**src/rtl/mbus_rx_framer.sv**
```systemverilog
// Serial receive framer: shifts strobed bits into an address field and data bytes,
// filters frames on node/broadcast address and queues matched bytes in a small FIFO.
module mbus_rx_framer #(
  parameter int                    ADDR_WIDTH = 8,
  parameter int                    DATA_WIDTH = 8,
  parameter logic [ADDR_WIDTH-1:0] MY_ADDR    = 8'hA5,
  parameter logic [ADDR_WIDTH-1:0] BCAST_ADDR = 8'hFF,
  parameter int                    FIFO_DEPTH = 4
) (
  input  logic                  CLK_IN,
  input  logic                  RESET,
  input  logic                  BIT_IN,
  input  logic                  BIT_VALID,
  input  logic                  BUS_IDLE,
  input  logic                  BYTE_READY,
  output logic [DATA_WIDTH-1:0] BYTE_OUT,
  output logic                  BYTE_VALID,
  output logic                  ADDR_MATCH,
  output logic                  FRAME_ACTIVE,
  output logic                  FRAME_END,
  output logic                  FRAME_ERR,
  output logic                  OVERFLOW
);

  localparam int SHIFT_W = (ADDR_WIDTH > DATA_WIDTH) ? ADDR_WIDTH : DATA_WIDTH;
  localparam int CNT_W   = $clog2(SHIFT_W + 1);
  localparam int PTR_W   = $clog2(FIFO_DEPTH);
  localparam int OCC_W   = $clog2(FIFO_DEPTH + 1);

  localparam logic [CNT_W-1:0] ADDR_LAST = CNT_W'(ADDR_WIDTH - 1);
  localparam logic [CNT_W-1:0] DATA_LAST = CNT_W'(DATA_WIDTH - 1);
  localparam logic [OCC_W-1:0] OCC_FULL  = OCC_W'(FIFO_DEPTH);

  typedef enum logic [1:0] {
    S_IDLE,
    S_ADDR,
    S_DATA,
    S_SKIP
  } state_t;

  state_t r_state;
  state_t w_state_nxt;

  // The newest bit is appended combinationally, so only SHIFT_W-1 bits need storing.
  logic [SHIFT_W-2:0] r_shift;
  logic [SHIFT_W-2:0] w_shift_nxt;
  logic [SHIFT_W-1:0] w_shift_in;
  logic [CNT_W-1:0]   r_cnt;
  logic [CNT_W-1:0]   w_cnt_nxt;

  logic w_addr_hit;
  logic w_start;
  logic w_match_set;
  logic w_push_req;
  logic w_frame_end;
  logic w_frame_err;

  logic [DATA_WIDTH-1:0] r_mem [FIFO_DEPTH];
  logic [PTR_W-1:0]      r_wptr;
  logic [PTR_W-1:0]      r_rptr;
  logic [OCC_W-1:0]      r_occ;
  logic                  w_empty;
  logic                  w_full;
  logic                  w_pop;
  logic                  w_push;
  logic                  w_drop;
  logic [DATA_WIDTH-1:0] w_byte;

  logic r_addr_match;
  logic r_frame_active;
  logic r_frame_end;
  logic r_frame_err;
  logic r_overflow;

  assign w_shift_in = {r_shift, BIT_IN};
  assign w_byte     = w_shift_in[DATA_WIDTH-1:0];
  assign w_addr_hit = (w_shift_in[ADDR_WIDTH-1:0] == MY_ADDR) ||
                      (w_shift_in[ADDR_WIDTH-1:0] == BCAST_ADDR);

  // NOTE: state registers use non-blocking assignments so every flop samples pre-edge values.
  always_ff @(posedge CLK_IN) begin
    if (!RESET) r_state <= S_IDLE;
    else        r_state <= w_state_nxt;
  end

  // NOTE: every signal gets a default before the case so no path can infer a latch.
  always_comb begin
    w_state_nxt = r_state;
    w_shift_nxt = r_shift;
    w_cnt_nxt   = r_cnt;
    w_start     = 1'b0;
    w_match_set = 1'b0;
    w_push_req  = 1'b0;
    w_frame_end = 1'b0;
    w_frame_err = 1'b0;

    if (r_state == S_IDLE) begin
      if (BIT_VALID && !BUS_IDLE) begin
        w_state_nxt = S_ADDR;
        w_shift_nxt = (SHIFT_W - 1)'(BIT_IN);
        w_cnt_nxt   = CNT_W'(1);
        w_start     = 1'b1;
      end
    end else if (BUS_IDLE) begin
      // Bus idle terminates the frame; a bit strobed in the same cycle is dropped.
      w_state_nxt = S_IDLE;
      w_shift_nxt = '0;
      w_cnt_nxt   = '0;
      w_frame_end = 1'b1;
      w_frame_err = (r_cnt != '0);
    end else if (BIT_VALID && r_state != S_SKIP) begin
      w_shift_nxt = w_shift_in[SHIFT_W-2:0];
      w_cnt_nxt   = r_cnt + CNT_W'(1);
      case (r_state)
        S_ADDR: begin
          if (r_cnt == ADDR_LAST) begin
            w_cnt_nxt   = '0;
            w_state_nxt = w_addr_hit ? S_DATA : S_SKIP;
            w_match_set = w_addr_hit;
          end
        end
        S_DATA: begin
          if (r_cnt == DATA_LAST) begin
            w_cnt_nxt  = '0;
            w_push_req = 1'b1;
          end
        end
        default: ;
      endcase
    end
  end

  assign w_empty = (r_occ == '0);
  assign w_full  = (r_occ == OCC_FULL);
  assign w_pop   = !w_empty && BYTE_READY;
  assign w_push  = w_push_req && (!w_full || w_pop);
  assign w_drop  = w_push_req && w_full && !w_pop;

  always_ff @(posedge CLK_IN) begin
    if (!RESET) begin
      r_shift        <= '0;
      r_cnt          <= '0;
      r_wptr         <= '0;
      r_rptr         <= '0;
      r_occ          <= '0;
      r_addr_match   <= 1'b0;
      r_frame_active <= 1'b0;
      r_frame_end    <= 1'b0;
      r_frame_err    <= 1'b0;
      r_overflow     <= 1'b0;
    end else begin
      r_shift        <= w_shift_nxt;
      r_cnt          <= w_cnt_nxt;
      r_frame_active <= (w_state_nxt != S_IDLE);
      r_frame_end    <= w_frame_end;
      r_frame_err    <= w_frame_err;

      if (w_push) r_wptr <= r_wptr + PTR_W'(1);
      if (w_pop)  r_rptr <= r_rptr + PTR_W'(1);
      case ({w_push, w_pop})
        2'b10:   r_occ <= r_occ + OCC_W'(1);
        2'b01:   r_occ <= r_occ - OCC_W'(1);
        default: r_occ <= r_occ;
      endcase

      if (w_start)          r_addr_match <= 1'b0;
      else if (w_match_set) r_addr_match <= 1'b1;

      if (w_start)     r_overflow <= 1'b0;
      else if (w_drop) r_overflow <= 1'b1;
    end
  end

  // NOTE: the storage array is not reset; BYTE_OUT is forced to 0 whenever the FIFO is empty.
  always_ff @(posedge CLK_IN) begin
    if (w_push) r_mem[r_wptr] <= w_byte;
  end

  assign BYTE_OUT     = w_empty ? '0 : r_mem[r_rptr];
  assign BYTE_VALID   = !w_empty;
  assign ADDR_MATCH   = r_addr_match;
  assign FRAME_ACTIVE = r_frame_active;
  assign FRAME_END    = r_frame_end;
  assign FRAME_ERR    = r_frame_err;
  assign OVERFLOW     = r_overflow;

endmodule

```
**config.mk**
```make
export PLATFORM = sky130hd
export DESIGN_NAME = mbus_rx_framer
export DESIGN_NICKNAME = d
export VERILOG_FILES = /design/src/rtl/mbus_rx_framer.sv
export SDC_FILE = /design/constraint.sdc
export NUM_CORES = 1
export LEC_CHECK = 0
export CAP_MARGIN = 20
export CORE_MARGIN = 4
export CORE_UTILIZATION = 25
export CTS_CLUSTER_DIAMETER = 120
export DETAILED_ROUTE_END_ITERATION = 10
export GPL_TIMING_DRIVEN = 0
export HOLD_SLACK_MARGIN = 0.08
export PLACE_DENSITY = 0.52
export SLEW_MARGIN = 20
export SYNTH_ARGS = -nofsm -noshare
export SYNTH_HDL_FRONTEND = slang
export SYNTH_SLANG_ARGS = --single-unit
```
**constraint.sdc**
```tcl
create_clock -name CLK_IN -period 4.19 [get_ports CLK_IN]
set_clock_uncertainty 0.1 [all_clocks]
set_input_delay 0.6285 -clock CLK_IN [delete_from_list [all_inputs] [get_ports CLK_IN]]
set_output_delay 0.6285 -clock CLK_IN [all_outputs]
set_load 0.02 [all_outputs]
```
==> results.json <==
{
  "status": "complete, no violations",
  "hold_buffers": 0,
  "switching_power_uw": 244,
  "synth_area_leader_cell": "edfxtp_1",
  "coreArea_um2": 9860,
  "synth_warnings": 0,
  "h-tree-depth": 3,
  "wirelength_mm": 4.80,
  "post-route-min-period_ps": 3060,
  "seq_area_frac_synth_pct": 58.5,
  "critPathMostFrequentCell": "inv_1",
  "ios": 20,
  "cap_violations": 0,
  "synth_cell_type_count": 42,
  "die_h_um": 109,
  "cts_tree": "done",
  "crit_fanout": 9,
  "crit_start": "BUS_IDLE",
  "finalSetupViolCount": 0,
  "grt_max_degree": 11,
  "die-area_um2": 11900,
  "cp_slowest_cell": "nor4b_4",
  "holdWs_ps": 386,
  "finalPower_mw": 1.20,
  "drc": 0,
  "hold_viol_final": 0,
  "syn_inst": 205,
  "clk_latency_ps": 330,
  "wl_per_cell_um": 12.9,
  "hold_class": "reg2reg",
  "grt_pass1_vias": 1591,
  "dp.final_hpwl_mm": 3.34,
  "ir_drop_uv": 159,
  "cts_buffers": 9,
  "fin_cells": 373,
  "area_growth_pct": 22.0,
  "static-leakage-power_nw": 1.05,
  "die_x_um": 109,
  "yosys.area_share.adder_pct": 6.15,
  "synth.net_count": 223,
  "fmax_mhz": 327,
  "async_flop_share_pct": 0,
  "synth.avg_cell_area_um2": 12.5,
  "tns_ps": 0,
  "cts_setup_buffers": 0,
  "synthSimpleGateAreaFrac_pct": 14.7,
  "synth_flop_cell": "edfxtp_1",
  "seqPwrFrac_pct": 50.8,
  "synth-compound-area-share_pct": 8.59,
  "swShare_pct": 20.3,
  "place_ws_ps": 792,
  "via_per_inst": 4.39,
  "clk_pin_slew_ps": 60,
  "cts-resized-gates": 0,
  "path_class": "in2reg",
  "cts.sink_count": 59,
  "finalMaxSlewViolations": 0,
  "required_ps": 4350,
  "cp_cell_sequence": "clkdlybuf4s50_1, nor4b_4, and4b_1, buf_4, inv_1, ha_1, inv_1, fa_1, xor2_1, or3_1, a21oi_1",
  "critPathMaxStageDelay_ps": 600,
  "detail-route-antenna-nets": 0,
  "hp-start": "OVERFLOW$_SDFFE_PP0P_",
  "yosysTopAreaCellShare_pct": 37.5,
  "gp_congestion": 0.715,
  "synth_area_um2": 2560,
  "worst_slack_ps": 1130,
  "synth_edf_count": 32,
  "comb_power_share_pct": 3.6,
  "powerDensity_nw_per_um2": 384,
  "design_area_um2": 3130,
  "synth.mux.area_fraction_pct": 7.02,
  "clkPwrFrac_pct": 45.6,
  "synth_area_leaders": "edfxtp_1 37%, dfxtp_1 21%, mux4_2 7.0%",
  "drt_pre_antenna_iters": 4,
  "gr-usage-all-layers_pct": 8.97,
  "power.internal_uw": 959,
  "maxSlewHeadroom_pct": 64.6,
  "nets": 253,
  "drive_gt1_share_pct": 12.1,
  "rsz0062_at_grt": "no",
  "initial_utilization_pct": 26.0,
  "placementRows": 36,
  "grt_overflow_total": 0,
  "antenna_found_initial": 0,
  "portBuffers": 19,
  "cts_root_buf": "clkbuf_8",
  "critPathArrivalTime_ps": 3220,
  "worstMarginPinSlew_ps": 529,
  "endpoint_kind": "register",
  "synth_xor_area_share_pct": 1.71,
  "fin_crit_sh_pct": 73.0,
  "n_fill_cell": 988,
  "cp-start-kind": "input pin",
  "place_area_um2": 2920,
  "via_count": 1637,
  "synth_top_family_by_area": "simple AND/OR/NAND/NOR gates",
  "first_iter_violations": 113,
  "clock_path_buffers": 2,
  "grt_pass1_wl_mm": 8.07,
  "antenna_cells": 0,
  "r2r-start": "r_state[0]$_SDFF_PN0_",
  "utilization_pct": 31.7,
  "ys_seq_elements": 59,
  "post-place-cells": 357
}
path summary, 6_finish.rpt:
path / cells after the start / slack (ps) / to
worst max register to register: 12 / 1340 / r_occ[2]$_SDFFE_PN0P_
worst max-delay path: 11 / 1130 / r_occ[2]$_SDFFE_PN0P_
worst min-delay path: 2 / 390 / OVERFLOW$_SDFFE_PP0P_
worst min register to register: 2 / 390 / OVERFLOW$_SDFFE_PP0P_
sequential cells by signal (all words and copies together), names as in the netlist, 2 cells and up, named ones only:
signal and count:
r_mem 32, r_shift 7, r_cnt 4, r_occ 3
r_rptr 2, r_state 2, r_wptr 2
worst max-delay path: cells and delay by family:
kind,cells,cell delay (ps)
compound gates,1,140
xor+xnor,1,70
fa+ha+maj,2,370
buf+inv,4,830
simple gates,3,1170
layout by cell type, fill, tap and decap left out, types with 3 or more instances in the layout:
master / netlist / layout
nand2_1: 13 / 13
clkdlybuf4s50_1: 0 / 19
inv_1: 11 / 11
xor2_1: 3 / 3
clkbuf_8: 0 / 9
dfxtp_1: 27 / 27
clkbuf_1: 4 / 6
edfxtp_1: 32 / 32
mux4_2: 8 / 8
nor2_1: 11 / 11
o21ai_0: 12 / 12
and2_1: 14 / 14
ha_1: 11 / 11
nand3_1: 3 / 3
a21oi_1: 14 / 14
cell usage after synthesis, drive strengths merged, types with 3 or more instances:
| library cell | number |
|---|---|
| a21oi | 14 |
| and2 | 14 |
| buf | 5 |
| clkbuf | 4 |
| dfxtp | 27 |
| edfxtp | 32 |
| ha | 11 |
| inv | 11 |
| mux4 | 8 |
| nand2 | 13 |
| nand3 | 3 |
| nor2 | 12 |
| nor4b | 3 |
| o21ai | 12 |
| xor2 | 3 |
metal layers:
metal,share of wire (%),GRT usage (%),up-vias
met5,0,0,-
met3,4.7,3.93,6
li1,-,-,805
met2,46,13.9,34
met4,1.0,2.40,0
met1,49,11.5,792
power groups by stage:
stage / Combinational, mW / Clock (mW) / Sequential (mW)
3_3_place_gp: 0.0432 / 0 / 0.624
6_report: 0.0432 / 0.548 / 0.611
5_1_grt: 0.0490 / 0.593 / 0.612
2_1_floorplan: 0.0243 / 0 / 0.625
3_5_place_dp: 0.0433 / 0 / 0.624
4_1_cts: 0.0435 / 0.561 / 0.611
kinds of logic after synthesis:
logic type / count (synthesis)
buffers and inverters: 20
xor gates and xnor gates: 5
AOI/OAI and AO/OA: 37
muxes: 8
adders and majority gates: 12
and+or+nand+nor: 64
DFF: 59
final cells by class:
type | count | area [um2] | area share [%]
well taps | 133 | 166 | 5.32
clock inverters | 5 | 77.6 | 2.48
multi-input cells | 126 | 978 | 31.3
flip-flops and latches | 59 | 1500 | 48.0
repair buffers | 19 | 190 | 6.08
inverters | 11 | 41.3 | 1.32
plain buffers | 9 | 43.8 | 1.40
clock buffers | 11 | 131 | 4.20
(Power assumes the default switching activity.)
